$ cat config.mk
export PLATFORM = sky130hd
export DESIGN_NAME = freq_gen_out
export DESIGN_NICKNAME = d
export VERILOG_FILES = /design/src/rtl/freq_gen_out.sv
export SDC_FILE = /design/constraint.sdc
export NUM_CORES = 1
export LEC_CHECK = 0
export CORE_UTILIZATION = 45
export DETAILED_ROUTE_END_ITERATION = 10
export PLACE_DENSITY = 0.67
export SLEW_MARGIN = 10
export SYNTH_ARGS = -nofsm -noshare
export SYNTH_HDL_FRONTEND = slang
export SYNTH_SLANG_ARGS = --single-unit
$ cat constraint.sdc
create_clock -name clk -period 5.8 [get_ports clk]
set_clock_uncertainty 0.2 [all_clocks]
set_input_delay 1.16 -clock clk [delete_from_list [all_inputs] [get_ports clk]]
set_output_delay 1.16 -clock clk [all_outputs]
set_load 0.05 [all_outputs]
$ cat src/rtl/freq_gen_out.sv
// freq_gen_out
//   Programmable square-wave generator. A commanded frequency in Hz is turned
//   into a half-period in clock cycles by a restoring sequential divider
//   (CLK_HZ / (2*freq_in), truncated, clamped to at least 1). The output then
//   toggles every half_period cycles, giving an exact 50% duty square wave.
//
// Ports
//   clk          in   1       system clock, rising edge
//   reset        in   1       synchronous, active-high reset
//   freq_in      in   FREQ_W  requested frequency in Hz, 0 stops the output
//   load         in   1       1-cycle strobe, sampled only while busy==0
//   freq_out     out  1       generated square wave
//   busy         out  1       divider running, load ignored while high
//   active       out  1       freq_out is toggling
//   half_period  out  CNT_W   active half-period in clk cycles, 0 when stopped
//
// Configuration
//   FREQGEN_SYNC_UPDATE_EN  when defined, a new half-period computed while the
//   output is already running is held pending and only applied at the next
//   freq_out toggle (phase-continuous retune). When undefined, the new value
//   is applied at divide completion and the period counter restarts, which
//   can produce one runt or stretched half-cycle.

module freq_gen_out #(
  parameter int CLK_HZ = 50_000_000,
  parameter int FREQ_W = 16,
  parameter int CNT_W  = 32
) (
  input  logic              clk,
  input  logic              reset,
  input  logic [FREQ_W-1:0] freq_in,
  input  logic              load,
  output logic              freq_out,
  output logic              busy,
  output logic              active,
  output logic [CNT_W-1:0]  half_period
);

  localparam int STEP_W = (CNT_W > 1) ? $clog2(CNT_W) : 1;
  localparam logic [STEP_W-1:0] LAST_STEP = STEP_W'(CNT_W - 1);

  typedef enum logic [1:0] {
    IDLE,
    DIV,
    RUN
  } state_t;

  state_t state;

  logic [FREQ_W:0]   divisor;
  logic [CNT_W-1:0]  dvd;
  logic [FREQ_W:0]   rem;
  logic [STEP_W-1:0] step;
  logic [CNT_W-1:0]  cnt;

`ifdef FREQGEN_SYNC_UPDATE_EN
  logic [CNT_W-1:0]  pend_hp;
  logic              pend;
`endif

  logic [FREQ_W+1:0] rem_sh;
  logic [FREQ_W:0]   rem_sub;
  logic              q_bit;
  logic [CNT_W-1:0]  quot;
  logic [CNT_W-1:0]  new_hp;
  logic              tick;

  // One restoring-division step. dvd holds the not-yet-consumed dividend bits
  // in its upper part and collects quotient bits from the bottom, so after
  // CNT_W steps it holds the full quotient. The remainder is always below the
  // divisor, so the subtraction can be done modulo 2^(FREQ_W+1).
  always_comb begin
    rem_sh  = {rem, dvd[CNT_W-1]};
    q_bit   = (rem_sh >= {1'b0, divisor});
    rem_sub = rem_sh[FREQ_W:0] - divisor;
    quot    = {dvd[CNT_W-2:0], q_bit};
    new_hp  = (quot == '0) ? CNT_W'(1) : quot;
    // >= so that a half-period shrunk below the current count restarts at once
    tick    = active && (cnt >= half_period - CNT_W'(1));
  end

  always_ff @(posedge clk) begin
    if (reset) begin
      state       <= IDLE;
      freq_out    <= 1'b0;
      busy        <= 1'b0;
      active      <= 1'b0;
      half_period <= '0;
      cnt         <= '0;
      divisor     <= '0;
      dvd         <= '0;
      rem         <= '0;
      step        <= '0;
`ifdef FREQGEN_SYNC_UPDATE_EN
      pend_hp     <= '0;
      pend        <= 1'b0;
`endif
    end else begin
      // The output generator keeps running in every state, including DIV.
      if (active) begin
        if (tick) begin
          cnt      <= '0;
          freq_out <= ~freq_out;
`ifdef FREQGEN_SYNC_UPDATE_EN
          if (pend) begin
            half_period <= pend_hp;
            pend        <= 1'b0;
          end
`endif
        end else begin
          cnt <= cnt + 1'b1;
        end
      end

      if (state == DIV) begin
        rem  <= (q_bit) ? rem_sub : rem_sh[FREQ_W:0];
        dvd  <= quot;
        step <= step + 1'b1;
        if (step == LAST_STEP) begin
          busy  <= 1'b0;
          state <= RUN;
`ifdef FREQGEN_SYNC_UPDATE_EN
          if (active) begin
            pend_hp <= new_hp;
            pend    <= 1'b1;
          end else begin
            half_period <= new_hp;
            cnt         <= '0;
            active      <= 1'b1;
          end
`else
          // Restart the count but hold the level; a toggle landing on this
          // same edge is suppressed.
          half_period <= new_hp;
          cnt         <= '0;
          freq_out    <= freq_out;
          active      <= 1'b1;
`endif
        end
      end else if (load) begin
        if (freq_in == '0) begin
          state       <= IDLE;
          active      <= 1'b0;
          freq_out    <= 1'b0;
          half_period <= '0;
          cnt         <= '0;
`ifdef FREQGEN_SYNC_UPDATE_EN
          pend        <= 1'b0;
`endif
        end else begin
          divisor <= {freq_in, 1'b0};
          dvd     <= CNT_W'(CLK_HZ);
          rem     <= '0;
          step    <= '0;
          busy    <= 1'b1;
          state   <= DIV;
        end
      end
    end
  end

endmodule

## After elaboration in Yosys (flattened, before gate mapping)

Cells that the tools add are included.

- Multiply operators: 0
- Shifts and indexed selects: 0
- Div/mod/pow operators: 0
- Reductions and logical operators: 10
- Multiplexer cells: 39
- Add/subtract/negate cells: 4
- Order comparisons: 2
- Bitwise logic cells: 3
- Equal/unequal tests: 5

Operators by type and width:

| operator | count |
|---|---|
| 32-bit 2-to-1 mux | 14 |
| 17-bit 2-to-1 mux | 4 |
| 32-bit by 1-bit adder with 32-bit output, second input constant | 1 |
| 32-bit greater-or-equal comparator | 1 |
| 32-bit zero test | 1 |
| 32-bit by 1-bit subtractor with 32-bit output, second input constant | 1 |
| 18-bit by 17-bit greater-or-equal comparator with 1-bit output | 1 |
| 17-bit subtractor | 1 |
| 16-bit zero test | 1 |
| 1-bit 2-to-1 mux | 15 |
| 5-bit 2-to-1 mux | 3 |
| 3-bit AND reduction | 3 |
| 2-bit 2-to-1 mux | 3 |
| 5-bit by 1-bit adder with 5-bit output, second input constant | 1 |
| 5-bit == test, second input constant | 1 |
| 2-bit inequality test, second input constant | 2 |
| 2-bit AND reduction | 2 |
| 2-bit nonzero test | 2 |
| 1-bit NOT | 3 |
| 2-bit by 1-bit == test with 1-bit output, second input constant | 1 |
| 2-bit by 1-bit inequality test with 1-bit output, second input constant | 1 |
| 1-bit logical AND | 1 |

- Input port bits: 19
- Bits in latches: 0
- Register bits: 139
- ROM bits: 0
- RAM bits: 0
- Memories: 0

## Logic depth before layout (Yosys ltp)

- Depth in word-level cells: 8
- Mapped depth: 19
- Mapped depth without buffers: 17

## Worst setup path after synthesis

OpenSTA, ideal clock, no wires.

- Kind: register -> register
- From: register half_period[2]
- To: register freq_out
- Clock period less this slack: 4239 ps
- Path slack: 1561 ps
- Path buffers: 2
- Cell stages (with the launch flop): 18
- Data arrival time: 3964 ps
- Setup time: 74 ps
- Cells stage by stage: dfxtp_1 > or4_4 > nor4_4 > nand3_1 > nor2_1 > nand3_1 > nor3_1 > xnor2_1 > ha_1 > a21o_1 > a21o_1 > a221o_1 > a21oi_1 > o31a_1 > clkbuf_1 > clkbuf_1 > o21ai_0 > o21ai_0

- Cells in the longest elaborated chain, start to end: 8
- Elaborated cells on any way between the ends: 9
- Classes of those cells: 1 x add/sub; 1 x order compare; 6 x mux; 1 x reduce/logical

Ends and longest elaborated chain:

| what | RTL line | text |
|---|---|---|
| start: declaration | 36 | `output logic [CNT_W-1:0] half_period` |
| start signal: assignment | 134 | `half_period <= new_hp;` |
| 32-bit by 1-bit subtractor with 32-bit output (*) | 79 | `tick = active && (cnt >= half_period - CNT_W'(1));` |
| 32-bit greater-or-equal comparator (*) | 79 |  |
| 1-bit logical AND (*) | 79 |  |
| 1-bit 2-to-1 mux (*) | 101 | `if (tick) begin` |
| 1-bit 2-to-1 mux (*) | 100 | `if (active) begin` |
| 1-bit 2-to-1 mux | 141 | `if (freq_in == '0) begin` |
| 1-bit 2-to-1 mux | 140 | `end else if (load) begin` |
| 1-bit 2-to-1 mux (*) | 115 | `if (state == DIV) begin` |
| end signal: assignment | 103 | `freq_out <= ~freq_out;` |
| end signal: assignment | 136 | `freq_out <= freq_out;` |
| end: declaration | 33 | `output logic freq_out,` |

Mark *: on every way between the ends. The rest lies on a longest branch, timed or not. The select of a mux whose other input is x is not followed.
A chain may end at the register's enable or synchronous reset.

==> impl_metrics.yaml <==
cts:
  cts-root-buf: "clkbuf_16"
  clkLatencyLatePin_ns: 0.43
  post-cts-setup-buffers: 0
  ctsResizeCount: 0
  htreeDepth: 4
  cts_buffers: 17
  cts_tree: "done"
  cts_hold_buf: 0
  cts.sinks: 139
  path_clk_slew_ns: 0.06
  clock_path_buffers: 2
critical_path:
  worst_setup_path_start_kind: "register"
  critPathKind: "reg2reg"
  path_max_fanout: 45
  critPathBufInv: 1
  cp_cell_sequence: "or4_4 -> nor4_4 -> nand2_1 -> nor3_2 -> nand2_1 -> nor4_1 -> xnor2_1 -> ha_1 -> nand4_1 -> nor4_1 -> a221o_1 -> a21oi_1 -> o31a_1 -> buf_4 -> a31o_2 -> a22o_1"
  cpPeakStageDelay_ns: 0.61
  cp_slowest_cell: "or4_4"
  cp.required_ns: 5.92
  worstSetupEndpointType: "register"
  critPathArrivalTime_ns: 4.56
  cpLargestDelayFamily: "simple AND/OR/NAND/NOR gates"
routing:
  via_per_inst: 5.78
  routedWlPerCell_um: 16.4
  wl_um: 19900
  vias: 7040
  dr.pass1.iters: 6
  detail-route-antenna-nets: 0
  drt_iter0_drc: 578
  drc: 0
yosys:
  synthCells: 942
  synth.distinct_cells: 66
  seq_area_frac_synth: 0.351
  synth_seq_cells: 139
  synth_edf_count: 0
  synthFlopType: "dfxtp_1"
  syn_area_sq_um: 7940
  yosysWarnings: 0
  synthArstFlopShare: 0
  avgSynthCellArea_sq_um: 8.42
  synthesis.nets: 1014
timing:
  hold_viol_final: 0
  fmax_ghz: 0.225
  rsz0062_at_grt: "false"
  setup_viol: 0
  drv_slew: 0
  tns_ns: 0
  relSlewSlack: 0.211
  layout_min_cycle_time_ns: 4.44
  tightest_slew_ns: 1.18
  period_share: 0.765
floorplanning:
  start_util: 0.460
  num_io_pins: 54
  die_area_sq_um: 18200
  fp.dieH_um: 135
  core_area_sq_um: 17200
  die_w_um: 135
  rows: 48
power_and_ir_drop:
  internal_power_mw: 2.13
  switching_power_mw: 1.16
  pwr_density_cell_nw_per_um2: 356
  clkPwrFrac: 0.331
  ir_worst_vdd_uv: 530
  comb_power_share: 0.344
  switching_share: 0.353
  power_mw: 3.29
  power_leakage_nw: 3.83
  seqPwrFrac: 0.325
flow_run:
  max_cap_violations: 0
final_layout:
  syn_to_final_growth_pct: 16.4
  final_common_cell: "dfxtp_1"
  fin_cells: 1218
  drive_gt1_frac: 0.0785
  antenna_cells: 0
  final_nets: 1052
  final_cell_mix: "139 x dfxtp_1, 94 x nand2_1, 92 x nor2_1"
placement:
  port_buffers: 53
  gp_congestion: 0.810
  dpl.cell_count: 1186
  dp_hpwl_um: 14300
grt:
  grt_pass1_wl_um: 32600
  antenna_found_initial: 0
  grt_max_degree: 46
  overflow: 0
  grt_pass1_vias: 6358
  grt_use_total: 0.227
status:
  status: "completed"
hold_path:
  hold_class: "reg2reg"
==> cell type report <==
| cell class | instances | area (sq um) |
|---|---|---|
| multi-input combinational | 724 | 4840 |
| clock inverter | 14 | 156 |
| clock buffer | 18 | 439 |
| inverter | 34 | 128 |
| fill | 1598 | 8000 |
| timing repair buffer | 64 | 608 |
| tap | 225 | 282 |
| sequential | 139 | 2780 |
==> cells by family after synthesis <==
kind of cell             synth area share
multiplexers                       0.0394
AO/OA/AOI/OAI                       0.196
flip-flops                          0.351
adder cells (fa/ha/maj)            0.0845
buffers and inverters              0.0413
AND/OR/NAND/NOR                     0.246
XOR/XNOR                           0.0419
==> synthesized netlist by cell type, drive strengths merged, types with 10 or more instances <==
| master | number | area share |
|---|---|---|
| nor4 | 34 | 0.031 |
| clkbuf | 39 | 0.018 |
| a22oi | 25 | 0.024 |
| xnor2 | 28 | 0.031 |
| mux2i | 29 | 0.037 |
| nor2 | 93 | 0.044 |
| inv | 33 | 0.016 |
| and3 | 20 | 0.016 |
| nand3 | 51 | 0.032 |
| o21ai | 41 | 0.026 |
| nor3 | 22 | 0.015 |
| dfxtp | 139 | 0.35 |
| o221a | 12 | 0.017 |
| a21oi | 42 | 0.027 |
| nand4 | 27 | 0.021 |
| a22o | 34 | 0.038 |
| ha | 52 | 0.082 |
| xor2 | 10 | 0.011 |
| nand2 | 94 | 0.044 |
==> worst register-to-register path, stage by stage (launching register included) <==
cell	delay, ns
dfxtp_1	0.37
or4_4	0.61
nor4_4	0.26
nand2_1	0.19
nor3_2	0.28
nand2_1	0.11
nor4_1	0.26
xnor2_1	0.14
ha_1	0.31
nand4_1	0.10
nor4_1	0.37
a221o_1	0.22
a21oi_1	0.04
o31a_1	0.11
buf_4	0.27
a31o_2	0.29
a22o_1	0.21
==> stage by stage <==
step | util | area (sq um) | hold slack [ns] | setup slack [ns]
3_3_place_gp | 0.501 | 8640 | 0.266 | 1.48
5_1_grt | 0.536 | 9240 | 0.315 | 1.00
2_1_floorplan | - | 7940 | 0.239 | 1.56
3_5_place_dp | 0.501 | 8640 | 0.267 | 1.35
4_1_cts | 0.536 | 9240 | 0.284 | 1.35
6_report | 0.536 | 9240 | 0.295 | 1.36
==> power by group through the flow <==
stage | sequential (mW) | clock (mW) | combinational, mW
finish | 1.07 | 1.09 | 1.13
detailed placement | 1.09 | 0 | 1.12
CTS | 1.07 | 1.11 | 1.13
floorplan | 1.07 | 0 | 0.932
global placement | 1.09 | 0 | 1.11
global route | 1.07 | 1.16 | 1.24
==> layer usage <==
| layer | GRT usage | up-vias | routed length [um] | share of wire |
|---|---|---|---|---|
| li1 | - | 3580 | - | - |
| met1 | 0.290 | 3281 | 9160 | 0.46 |
| met2 | 0.376 | 146 | 9600 | 0.48 |
| met3 | 0.0458 | 33 | 720 | 0.036 |
| met4 | 0.0849 | 0 | 446 | 0.022 |
| met5 | 0 | - | 0 | 0 |
==> final timing paths <==
check,startpoint,to,slack (ns),cells after the start
worst min register to register,step[3],step[3],0.29,1
worst max register to register,half_period[2],register,1.36,16
worst min-delay path,step[3],step[3],0.29,1
worst max-delay path,half_period[2],register,1.36,16
(Power assumes the default switching activity.)
